[config.mk]
export PLATFORM = sky130hd
export DESIGN_NAME = seven_seg_capture_flat
export DESIGN_NICKNAME = d
export VERILOG_FILES = /design/src/rtl/seven_seg_if.sv /design/src/rtl/seven_seg_capture.sv /design/src/flat_wrapper.sv
export SDC_FILE = /design/constraint.sdc
export NUM_CORES = 1
export LEC_CHECK = 0
export BUFFER_PORTS_ARGS = -buffer_cell sky130_fd_sc_hd__buf_2
export CELL_PAD_IN_SITES_DETAIL_PLACEMENT = 0
export CELL_PAD_IN_SITES_GLOBAL_PLACEMENT = 1
export CORE_ASPECT_RATIO = 1.5
export CORE_MARGIN = 3
export CORE_UTILIZATION = 46
export CTS_CLUSTER_SIZE = 30
export DETAILED_ROUTE_END_ITERATION = 16
export GPL_TIMING_DRIVEN = 0
export PLACE_DENSITY_LB_ADDON = 0.1
export SYNTH_ARGS = -nofsm -noshare
export SYNTH_HDL_FRONTEND = slang
export SYNTH_SLANG_ARGS = --single-unit
[constraint.sdc]
create_clock -name clk -period 2.75 [get_ports clk]
set_clock_uncertainty 0.2 [all_clocks]
set_input_delay 0.275 -clock clk [delete_from_list [all_inputs] [get_ports clk]]
set_output_delay 0.275 -clock clk [all_outputs]
set_load 0.005 [all_outputs]
[src/rtl/seven_seg_if.sv]
// Multiplexed seven-segment link: active-low scan lines from the display driver
// plus the reconstructed four-digit frame reported back by the capture block.
interface seven_seg_if;
    logic [7:0] segments;
    logic [3:0] anodes;
    logic [4:0] digit0;
    logic [4:0] digit1;
    logic [4:0] digit2;
    logic [4:0] digit3;
    logic       frame_done;
    logic       frame_err;
    logic       active;

    modport master (
        output segments, anodes,
        input  digit0, digit1, digit2, digit3, frame_done, frame_err, active
    );

    modport slave (
        input  segments, anodes,
        output digit0, digit1, digit2, digit3, frame_done, frame_err, active
    );
endinterface

[src/rtl/seven_seg_capture.sv]
// Rebuilds the four displayed digits from sampled scan lines; capture SETTLE+1 cycles after a stable pattern, publish one cycle later.
// No backpressure: the block is a passive sampler and never stalls the scanning driver.
module seven_seg_capture #(
    parameter int SETTLE  = 4,
    parameter int TIMEOUT = 200000
) (
    input  logic          clk,
    input  logic          rst_n,
    seven_seg_if.slave    bus
);

    localparam int SW = $clog2(SETTLE + 1);
    localparam int TW = $clog2(TIMEOUT + 1);

    logic [11:0]      smp;
    logic [SW-1:0]    stab_cnt;
    logic             armed;
    logic [TW-1:0]    idle_cnt;
    logic [3:0][4:0]  shadow;
    logic [3:0]       shadow_err;
    logic [3:0]       seen;

    logic [11:0]      port_smp;
    logic             stable;
    logic             one_hot;
    logic             capture;
    logic             timeout_hit;
    logic [1:0]       cap_idx;
    logic [4:0]       dec;
    logic [3:0]       seen_nxt;
    logic [3:0]       err_nxt;

    // {err, hex}; undecodable patterns report hex 0 with the error bit set
    function automatic logic [4:0] decode_seg(input logic [6:0] s);
        case (s)
            7'b1000000: return 5'h00;
            7'b1111001: return 5'h01;
            7'b0100100: return 5'h02;
            7'b0110000: return 5'h03;
            7'b0011001: return 5'h04;
            7'b0010010: return 5'h05;
            7'b0000010: return 5'h06;
            7'b1111000: return 5'h07;
            7'b0000000: return 5'h08;
            7'b0010000: return 5'h09;
            7'b0001000: return 5'h0a;
            7'b0000011: return 5'h0b;
            7'b1000110: return 5'h0c;
            7'b0100001: return 5'h0d;
            7'b0000110: return 5'h0e;
            7'b0001110: return 5'h0f;
            default:    return 5'h10;
        endcase
    endfunction

    // Stability is judged by comparing the incoming value against smp, so the
    // counter reaches SETTLE on the same edge that loads the SETTLE-th stable sample.
    always_comb begin
        port_smp    = {bus.anodes, bus.segments};
        stable      = (port_smp == smp);
        one_hot     = smp[11:8] inside {4'b1110, 4'b1101, 4'b1011, 4'b0111};
        capture     = armed && stable && one_hot && (stab_cnt == SW'(SETTLE - 1));
        timeout_hit = !capture && (idle_cnt == TW'(TIMEOUT - 1));
        dec         = decode_seg(smp[6:0]);

        cap_idx = 2'd0;
        case (smp[11:8])
            4'b1101: cap_idx = 2'd1;
            4'b1011: cap_idx = 2'd2;
            4'b0111: cap_idx = 2'd3;
            default: cap_idx = 2'd0;
        endcase

        seen_nxt = seen;
        err_nxt  = shadow_err;
        if (seen == 4'hf || timeout_hit) begin
            seen_nxt = 4'h0;
            err_nxt  = 4'h0;
        end
        if (capture) begin
            seen_nxt[cap_idx] = 1'b1;
            err_nxt[cap_idx]  = dec[4];
        end
    end

    always_ff @(posedge clk or negedge rst_n) begin
        if (!rst_n) begin
            smp            <= 12'hfff;
            stab_cnt       <= '0;
            armed          <= 1'b0;
            idle_cnt       <= '0;
            shadow         <= '0;
            shadow_err     <= 4'h0;
            seen           <= 4'h0;
            bus.digit0     <= 5'h00;
            bus.digit1     <= 5'h00;
            bus.digit2     <= 5'h00;
            bus.digit3     <= 5'h00;
            bus.frame_done <= 1'b0;
            bus.frame_err  <= 1'b0;
            bus.active     <= 1'b0;
        end else begin
            smp <= port_smp;
            if (!stable) begin
                stab_cnt <= '0;
                armed    <= 1'b1;
            end else begin
                if (stab_cnt != SW'(SETTLE))
                    stab_cnt <= stab_cnt + 1'b1;
                if (capture)
                    armed <= 1'b0;
            end

            if (capture)
                shadow[cap_idx] <= {~smp[7], dec[3:0]};
            seen       <= seen_nxt;
            shadow_err <= err_nxt;

            bus.frame_done <= 1'b0;
            if (seen == 4'hf) begin
                bus.digit0     <= shadow[0];
                bus.digit1     <= shadow[1];
                bus.digit2     <= shadow[2];
                bus.digit3     <= shadow[3];
                bus.frame_err  <= |shadow_err;
                bus.frame_done <= 1'b1;
            end

            if (capture) begin
                idle_cnt   <= '0;
                bus.active <= 1'b1;
            end else if (idle_cnt != TW'(TIMEOUT)) begin
                idle_cnt <= idle_cnt + 1'b1;
                if (timeout_hit)
                    bus.active <= 1'b0;
            end
        end
    end

endmodule

[src/flat_wrapper.sv]
// flat-port wrapper written by rule: the top's interface ports become plain ports
module seven_seg_capture_flat 
#(
    parameter int SETTLE  = 4,
    parameter int TIMEOUT = 200000
)
  (clk, rst_n, bus_segments, bus_anodes, bus_digit0, bus_digit1, bus_digit2, bus_digit3, bus_frame_done, bus_frame_err, bus_active);
  seven_seg_if bus_i ();
  input  logic clk;
  input  logic rst_n;
  input wire logic [$bits(bus_i.segments)-1:0] bus_segments;
  input wire logic [$bits(bus_i.anodes)-1:0] bus_anodes;
  output wire logic [$bits(bus_i.digit0)-1:0] bus_digit0;
  output wire logic [$bits(bus_i.digit1)-1:0] bus_digit1;
  output wire logic [$bits(bus_i.digit2)-1:0] bus_digit2;
  output wire logic [$bits(bus_i.digit3)-1:0] bus_digit3;
  output wire logic [$bits(bus_i.frame_done)-1:0] bus_frame_done;
  output wire logic [$bits(bus_i.frame_err)-1:0] bus_frame_err;
  output wire logic [$bits(bus_i.active)-1:0] bus_active;
  assign bus_i.segments = bus_segments;
  assign bus_i.anodes = bus_anodes;
  assign bus_digit0 = bus_i.digit0;
  assign bus_digit1 = bus_i.digit1;
  assign bus_digit2 = bus_i.digit2;
  assign bus_digit3 = bus_i.digit3;
  assign bus_frame_done = bus_i.frame_done;
  assign bus_frame_err = bus_i.frame_err;
  assign bus_active = bus_i.active;
  seven_seg_capture #(.SETTLE(SETTLE), .TIMEOUT(TIMEOUT)) u_core (.clk(clk), .rst_n(rst_n), .bus(bus_i));
endmodule
==> flow_metrics.env <==
export IMPL_crit_buf_inv=2
export IMPL_rsz0062_at_grt="no"
export IMPL_seq_area_sq_um=2142
export IMPL_ys_types=52
export IMPL_avgSynthCellArea_sq_um=9.968
export IMPL_clock_fmax_mhz=424.1
export IMPL_final_hold_viol_count=0
export IMPL_outcome="completed"
export IMPL_grtUsageMet3=0.03659
export IMPL_viasPerCell=5.169
export IMPL_worst_pin_slew_ns=0.6191
export IMPL_slew_headroom=0.5835
export IMPL_p_per_area_nw_per_um2=583.2
export IMPL_postCtsHoldBufs=13
export IMPL_slowest_stage="dfstp_2"
export IMPL_dpl_worst_slack_ns=0.3782
export IMPL_grt_usage=0.1803
export IMPL_worstSetupStartpointType="flip-flop"
export IMPL_grt_overflow=0
export IMPL_htreeDepth=3
export IMPL_grt_use_met1=0.2124
export IMPL_yosys_warnings=0
export IMPL_netlist_instances=391
export IMPL_grt_antenna_before_repair=0
export IMPL_io_buffers=36
export IMPL_post_route_drc_count=0
export IMPL_wl_um=7722
export IMPL_clk_pin_slew_ns=0.06
export IMPL_multi_input_area_sq_um=1602
export IMPL_synth_area_top_cells="dfrtp_1 (47%), nand2_1 (9.7%), dfstp_2 (8.1%)"
export IMPL_critPathCaptureType="flip-flop"
export IMPL_cts_root_buffer="clkbuf_16"
export IMPL_synth_edf_count=0
export IMPL_cts_tree="built"
export IMPL_critPathMaxStageDelay_ns=0.51
export IMPL_mappedNetlistNets=410
export IMPL_die_y_um=118.7
export IMPL_area_growth_pct=19.61
export IMPL_ys_seq_area_frac=0.5496
export IMPL_hpwl_um=5609
export IMPL_setup_violations=0
export IMPL_n_antenna_cell=0
export IMPL_cp_top_family="simple AND/OR/NAND/NOR gates"
export IMPL_vias=2905
export IMPL_wl_per_cell_um=13.74
export IMPL_core_area_sq_um=8108
export IMPL_clk_latency_ns=0.33
export IMPL_syn_area_sq_um=3897
export IMPL_crit_fanout=10
export IMPL_io_pins=37
export IMPL_cap_violations=0
export IMPL_grt_pass1_vias=2982
export IMPL_use_met2=0.3133
export IMPL_grt_max_degree=47
export IMPL_drive_above_1_share=0.1860
export IMPL_num_rows=40
export IMPL_cp_arrival_ns=2.36
export IMPL_post_cts_setup_buffers=0
export IMPL_first_pass_iters=6
export IMPL_drt_iter0_drc=80
export IMPL_yosysMostFrequentCell="nand2_1"
export IMPL_initial_core_util=0.4807
export IMPL_final_min_clock_period_ns=2.358
export IMPL_tns_ns=0
export IMPL_fillers=745
export IMPL_numCtsBuffers=9
export IMPL_ys_ff_latch=85
export IMPL_die_x_um=81.16
export IMPL_drv_slew=0
export IMPL_ir_drop_mv=0.3209
export IMPL_ant_nets=0
export IMPL_synth_top_cell_by_area="dfrtp_1"
export IMPL_power_leakage_nw=2.191
export IMPL_grt_pass1_wl_um=13550
export IMPL_die_area_sq_um=9636
export IMPL_timing_hold_ws_ns=0.2662
export IMPL_crit_required_ns=2.75
export IMPL_cts_sinks=85
export IMPL_ctsResizeCount=0
export IMPL_synth_main_ff_cell="dfrtp_1"
export IMPL_synth_top_cell_area_share=0.4687
export IMPL_fin_ws_ns=0.3921
export IMPL_hold_class="input port to async pin"
export IMPL_nets=471
export IMPL_routabilityCongestion=0.7755
export IMPL_synth_commonest_cells="nand2_1 (101), dfrtp_1 (73), nor2_1 (25), xor2_1 (21), o21ai_1 (16)"
export IMPL_min_period_over_period=0.8574
export IMPL_grt_busiest_layer="met2"
export IMPL_clk_path_buf_depth=2
export IMPL_async_flop_share=1.000
export IMPL_crit_chain="clkbuf_1, xor2_1, nor4_4, nand4_1, buf_2, nand2_1, o21ai_0"
export IMPL_path_class="flip-flop to flip-flop"
metal layers:
layer / up-vias / share of wire
li1: 1443 / -
met1: 1399 / 0.42
met2: 52 / 0.53
met3: 11 / 0.031
met4: 0 / 0.019
met5: - / 0
flip-flops by register name, indices dropped and copies added, names as in the netlist:
| signal | cells |
|---|---|
| u_core.shadow | 20 |
| u_core.idle_cnt | 18 |
| u_core.smp | 12 |
| u_core.bus.digit0 | 5 |
| u_core.bus.digit1 | 5 |
| u_core.bus.digit2 | 5 |
| u_core.bus.digit3 | 5 |
| u_core.seen | 4 |
| u_core.shadow_err | 4 |
| u_core.stab_cnt | 3 |
| u_core.armed | 1 |
| u_core.bus.active | 1 |
| u_core.bus.frame_done | 1 |
| u_core.bus.frame_err | 1 |
cells by family (layout without fill, tap and decap cells):
family	Yosys count	in the layout	synth area share
XOR/XNOR	30	30	0.06742
AO/OA/AOI/OAI	53	53	0.08668
buffers and inverters	30	96	0.03948
AND/OR/NAND/NOR	186	186	0.2356
flip-flops	85	85	0.5496
adder cells (fa/ha/maj)	5	5	0.01605
multiplexers	2	2	0.005137
area by class of cell:
class,instances,share of cell area
inverters,13,0.01047
repair buffers,50,0.07300
well taps,105,0.02818
multi-input cells,276,0.3435
flip-flops and latches,85,0.4595
clock inverters,6,0.01369
clock buffers,10,0.04911
plain buffers,17,0.02254
cells in the final DEF (no fill, tap or decap), types with 2 or more instances in the layout:
cell and instances:
clkinv_2 2, o21ai_0 11, clkbuf_16 9, clkinvlp_4 2, nor4_1 5, o22ai_1 5
buf_6 4, xnor2_1 9, buf_4 2, o21a_1 2, o21ai_1 16, or3_1 2
nor3_1 8, nand4b_1 2, a22oi_1 2, dfstp_2 12, xor2_1 21, clkbuf_1 7
nor2_1 25, buf_2 40, ha_1 5, nand2b_1 5, nor4_4 3, and3_1 3
inv_1 13, a21o_1 2, a21oi_1 7, dfrtp_1 73, mux2i_1 2, nand3_1 10
dlygate4sd3_1 13, nand4_1 8, nand2_1 101
stage by stage:
step	total power [W]	util	instance area [sq um]	cells
2_1_floorplan	0.001477	-	3897	391
3_3_place_gp	0.001542	0.5191	4209	532
3_5_place_dp	0.001554	0.5228	4239	533
4_1_cts	0.002762	0.5750	4662	562
5_1_grt	0.002848	0.5750	4662	562
6_report	0.002719	0.5750	4662	562
where the power goes:
part	switching, W	internal [W]	leakage, nW	total [W]
Combinational	0.000106	0.0000837	0.919	0.000190
Clock	0.000475	0.000701	0.138	0.00118
Sequential	0.0000522	0.00130	1.13	0.00135
Total	0.000633	0.00209	2.19	0.00272
worst paths after layout:
check | start | cells past startpoint | slack [ns] | end
worst min-delay path | rst_n | 2 | 0.27 | u_core.bus.digit3[2]
worst max-delay path | u_core.smp[11] | 7 | 0.39 | u_core.shadow[0]
worst max register to register | u_core.smp[11] | 7 | 0.39 | u_core.shadow[0]
min in group clk | u_core.bus.digit3[0] | 2 | 0.27 | u_core.bus.digit3[0]
max in group asynchronous | rst_n | 3 | 1.43 | u_core.smp[8]
worst min register to register | u_core.bus.digit3[0] | 2 | 0.27 | u_core.bus.digit3[0]
(Power assumes the default switching activity.)
